--- src/rtl/mux_rr_arbiter_if.sv ---
// Bundle between the four requesters and the shared-mux arbiter.
// The requester side drives req/in; the arbiter returns gnt/sel/busy/q.
interface mux_rr_arbiter_if;
  logic [3:0] req;
  logic [3:0] in;
  logic [3:0] gnt;
  logic [1:0] sel;
  logic       busy;
  logic       q;

  modport master (output req, output in, input gnt, input sel, input busy, input q);
  modport slave  (input req, input in, output gnt, output sel, output busy, output q);
endinterface

--- src/rtl/mux_rr_arbiter.sv ---
// Round-robin arbiter for a shared 4:1 one-bit mux.
// Each grant is capped at MAX_HOLD cycles and is followed by one idle cycle.
module mux_rr_arbiter #(
  parameter int unsigned MAX_HOLD = 8,
  parameter int unsigned CNT_W    = 4
) (
  input  logic             clk,
  input  logic             reset,
  mux_rr_arbiter_if.slave  bus
);

  localparam logic [CNT_W-1:0] HOLD_LAST = CNT_W'(MAX_HOLD - 1);

  typedef enum logic {S_IDLE, S_BUSY} state_t;

  state_t           r_state, w_state_nxt;
  logic [1:0]       r_ptr, w_ptr_nxt;
  logic [1:0]       r_sel, w_sel_nxt;
  logic [3:0]       r_gnt, w_gnt_nxt;
  logic             r_busy, w_busy_nxt;
  logic [CNT_W-1:0] r_hold_cnt, w_hold_cnt_nxt;
  logic [1:0]       w_winner, w_idx;
  logic             w_release;

  // Scan from ptr upward; the last hit in the reversed loop is the nearest one.
  always_comb begin
    w_winner = r_ptr;
    w_idx    = r_ptr;
    for (int k = 3; k >= 0; k--) begin
      w_idx = r_ptr + 2'(k);
      if (bus.req[w_idx]) w_winner = w_idx;
    end
  end

  assign w_release = !bus.req[r_sel] || (r_hold_cnt == HOLD_LAST);

  always_comb begin
    w_state_nxt    = r_state;
    w_ptr_nxt      = r_ptr;
    w_sel_nxt      = r_sel;
    w_gnt_nxt      = r_gnt;
    w_busy_nxt     = r_busy;
    w_hold_cnt_nxt = r_hold_cnt;
    case (r_state)
      S_IDLE: begin
        if (|bus.req) begin
          w_state_nxt    = S_BUSY;
          w_gnt_nxt      = 4'b0001 << w_winner;
          w_sel_nxt      = w_winner;
          w_busy_nxt     = 1'b1;
          w_hold_cnt_nxt = '0;
        end
      end
      S_BUSY: begin
        if (w_release) begin
          w_state_nxt = S_IDLE;
          w_gnt_nxt   = '0;
          w_busy_nxt  = 1'b0;
          w_ptr_nxt   = r_sel + 2'd1;
        end else begin
          w_hold_cnt_nxt = r_hold_cnt + CNT_W'(1);
        end
      end
    endcase
  end

  always_ff @(posedge clk) begin
    if (reset) begin
      r_state    <= S_IDLE;
      r_ptr      <= '0;
      r_sel      <= '0;
      r_gnt      <= '0;
      r_busy     <= 1'b0;
      r_hold_cnt <= '0;
    end else begin
      r_state    <= w_state_nxt;
      r_ptr      <= w_ptr_nxt;
      r_sel      <= w_sel_nxt;
      r_gnt      <= w_gnt_nxt;
      r_busy     <= w_busy_nxt;
      r_hold_cnt <= w_hold_cnt_nxt;
    end
  end

  assign bus.gnt  = r_gnt;
  assign bus.sel  = r_sel;
  assign bus.busy = r_busy;
  assign bus.q    = r_busy ? bus.in[r_sel] : 1'b0;

endmodule

--- src/flat_wrapper.sv ---
// flat-port wrapper written by rule: the top's interface ports become plain ports
module mux_rr_arbiter_flat 
#(
  parameter int unsigned MAX_HOLD = 8,
  parameter int unsigned CNT_W    = 4
)
  (clk, reset, bus_req, bus_in, bus_gnt, bus_sel, bus_busy, bus_q);
  mux_rr_arbiter_if bus_i ();
  input  logic clk;
  input  logic reset;
  input wire logic [$bits(bus_i.req)-1:0] bus_req;
  input wire logic [$bits(bus_i.in)-1:0] bus_in;
  output wire logic [$bits(bus_i.gnt)-1:0] bus_gnt;
  output wire logic [$bits(bus_i.sel)-1:0] bus_sel;
  output wire logic [$bits(bus_i.busy)-1:0] bus_busy;
  output wire logic [$bits(bus_i.q)-1:0] bus_q;
  assign bus_i.req = bus_req;
  assign bus_i.in = bus_in;
  assign bus_gnt = bus_i.gnt;
  assign bus_sel = bus_i.sel;
  assign bus_busy = bus_i.busy;
  assign bus_q = bus_i.q;
  mux_rr_arbiter #(.MAX_HOLD(MAX_HOLD), .CNT_W(CNT_W)) u_core (.clk(clk), .reset(reset), .bus(bus_i));
endmodule
--- config.mk ---
export PLATFORM = sky130hd
export DESIGN_NAME = mux_rr_arbiter_flat
export DESIGN_NICKNAME = d
export VERILOG_FILES = /design/src/rtl/mux_rr_arbiter_if.sv /design/src/rtl/mux_rr_arbiter.sv /design/src/flat_wrapper.sv
export SDC_FILE = /design/constraint.sdc
export NUM_CORES = 1
export LEC_CHECK = 0
export BUFFER_PORTS_ARGS = -buffer_cell sky130_fd_sc_hd__buf_2
export CORE_MARGIN = 1
export CORE_UTILIZATION = 50
export CTS_CLUSTER_DIAMETER = 150
export DETAILED_ROUTE_END_ITERATION = 10
export PLACE_DENSITY = 0.74
export SETUP_SLACK_MARGIN = 0.5
export SYNTH_ARGS = -nofsm -noshare
export SYNTH_HDL_FRONTEND = slang
export SYNTH_SLANG_ARGS = --single-unit
--- constraint.sdc ---
create_clock -name clk -period 2.2 [get_ports clk]
set_input_delay 0.44 -clock clk [delete_from_list [all_inputs] [get_ports clk]]
set_output_delay 0.44 -clock clk [all_outputs]
set_load 0.005 [all_outputs]
==> out/metrics.csv <==
metric,value,unit
number of synthesized flops with an enable pin,0,
max_slew headroom,0.5952,
WHS Endpoint,u_core.bus.gnt[2],
routed via count,745,
most frequent cells after synthesis,"14 x dfxtp_1, 9 x nor2_1, 8 x a21oi_1, 8 x nand2_1, 7 x nand3_1",
R2R Setup Slk,0.46,ns
# nets final,123,
H-tree Lvls,1,
ratio of cells with drive above 1 in the final layout,0.3333,
Worst Tran Pin Value,0.6008,ns
Worst Skew,0.003677,ns
worst r2r src,u_core.bus.sel[0],
Cells after Synth,90,
initial drt markers,24,
std cell rows,14,
crit path max fanout,2,
Yosys cell types,35,
vias per cell,5.866,
Final setup viols,0,
vias in the first global route,656,
Min-Delay Path Depth,2,
count of input and output buffers,17,
ANT nets after route,0,
RR Endpoint,u_core.r_hold_cnt[2],
RSZ-0062 raised after global routing,true,
drt first pass iters,4,
WL final,1.806,mm
maximum clock frequency,545.6,MHz
Clock Sinks,14,
fin crit share,0.8332,
PD cells,635.5,nW/µm²
most frequent cell after synthesis,dfxtp_1,
Synth area leader,dfxtp_1,
outcome,finished clean,
Slew Limit Fails,0,
clock transition at the registers of the reported paths,0.09,ns
Root Buffer,clkbuf_4,
GRT Util Overall,0.2115,
Syn Std Cell Area,833.3,µm²
post-synthesis sequential area ratio,0.3363,
final hold vios,0,
Starting Density,0.5468,
Setup TNS Final,0,ns
Worst Path Arrival,1.39,ns
grt total ovfl,0,
R2R cell count,7,
Critical Path End Type,primary output,
global-route wire length before repair,2.884,mm
CP startpoint kind,flop,
Die Wd,42.83,µm
Die Area,1834,µm²
Synth Area per Inst,9.259,µm²
number of synthesized register bits,14,
wire length per cell,14.22,µm
top-area cell type share of the netlist area,0.3363,
"Clk Latency, worst-skew pair",0.28,ns
pin count of the biggest net entering global routing,16,
CTS Buffer Depth,2,
Synth warnings,0,
dominant cells by area after synthesis,"dfxtp_1 34%, a21oi_1 4.8%, nand3b_1 4.5%",
CTS tree,yes,
drt drc,0,
worst path required time,1.76,ns
top_reg_cell synth,dfxtp_1,
core area,1524,µm²
routability-driven placement congestion ratio,0.8021,
Syn-to-layout area delta,18.32,%
dpl hpwl,1.269,mm
Hold Path Class,flop to flop,
initial antenna violation count,0,
Synthesized Nets,101,
Hold Slack,0.4793,ns
number of antenna diodes,0,
Max Cap Viol,0,
number of buffers created by CTS,3,
Final min period,1.833,ns
hold path start,u_core.bus.gnt[2],
fraction of registers with async set/reset,0,
utilization after layout,0.6470,
CP Class,flop to primary output,
IO Count,18,
leak pwr,0.4101,nW
die height,42.83,µm
peak supply drop,0.4217,mV
layout by cell type (no fill, tap or decap), types with 2 or more instances in the layout:
cell      count
a21o_1        2
a21oi_1       8
a21oi_2       2
buf_2        16
buf_4         2
buf_6         2
clkbuf_4      3
dfxtp_1      12
mux2i_1       2
mux4_2        2
nand2_1       8
nand2b_1      2
nand3_1       7
nand3b_1      5
nor2_1        9
nor2b_1       4
o21ai_0       4
sequential cells by signal (all words and copies together) (netlist names):
signal,cells
u_core.bus.gnt,4
u_core.r_hold_cnt,4
u_core.bus.busy,1
u_core.bus.sel,2
u_core.r_ptr,2
u_core.r_state,1
final cells by class:
| type | count | area [µm²] |
|---|---|---|
| flip-flops and latches | 14 | 285.3 |
| multi-input cells | 72 | 523.0 |
| clock buffers | 4 | 36.28 |
| fillers | 123 | 538.0 |
| well taps | 16 | 20.02 |
| repair buffers | 20 | 117.6 |
| inverters | 1 | 3.754 |
per-layer routing:
metal / global-route usage / wire length, µm / vias to the layer above
li1: - / - / 373
met1: 0.2853 / 868 / 356
met2: 0.3364 / 866 / 14
met3: 0.03830 / 60 / 2
met4: 0.07500 / 10 / 0
met5: 0 / 0 / -
worst max-delay path, cell delays in order (launching register included):
cell,delay [ns]
dfxtp_4,0.36
mux4_2,0.49
and2_4,0.15
buf_6,0.11
repair_timing:
item / in CTS / in global routing
setup buffers: 1 / 2
endpoints found under the hold margin: 0 / 0
endpoints found under the setup margin: 3 / 7
pin swaps: 1 / 1
gates resized for setup: 3 / 5
hold buffers: 0 / 0
metrics by stage:
step | setup WS (ns) | std cells | area [µm²] | total power (W)
6_report | 0.3670 | 127 | 985.9 | 0.0006265
5_1_grt | 0.3399 | 127 | 985.9 | 0.0006559
4_1_cts | 0.3812 | 125 | 954.7 | 0.0006142
3_5_place_dp | 0.3563 | 120 | 910.9 | 0.0004257
3_3_place_gp | 0.3880 | 120 | 910.9 | 0.0004218
2_1_floorplan | 0.5895 | 90 | 833.3 | 0.0003876
where the power goes:
part / switching (W) / internal, W
clock network: 0.0000908 / 0.000101
registers: 0.0000176 / 0.000270
logic: 0.0000767 / 0.0000704
logic make-up (layout without fill, tap and decap cells):
kind of cell / count (synthesis) / after routing / share of synthesized area
AND/OR/NAND/NOR: 42 / 42 / 0.3003
AO/OA/AOI/OAI: 23 / 23 / 0.2042
flip-flops: 14 / 14 / 0.3363
multiplexers: 5 / 5 / 0.09610
buffers and inverters: 4 / 25 / 0.03754
adder cells (fa/ha/maj): 1 / 1 / 0.01501
XOR/XNOR: 1 / 1 / 0.01051
how the worst max path moves through the flow:
stage | startpoint | slack, ns | cells past startpoint | end
global route | u_core.bus.sel[0] | 0.34 | 3 | bus_q
CTS | u_core.bus.sel[0] | 0.38 | 3 | bus_q
global placement | u_core.bus.sel[0] | 0.39 | 3 | bus_q
floorplan | u_core.bus.sel[0] | 0.59 | 3 | bus_q
finish | u_core.bus.sel[0] | 0.37 | 3 | bus_q
detailed placement | u_core.bus.sel[0] | 0.36 | 3 | bus_q
Power figures use the tool's default switching activity.
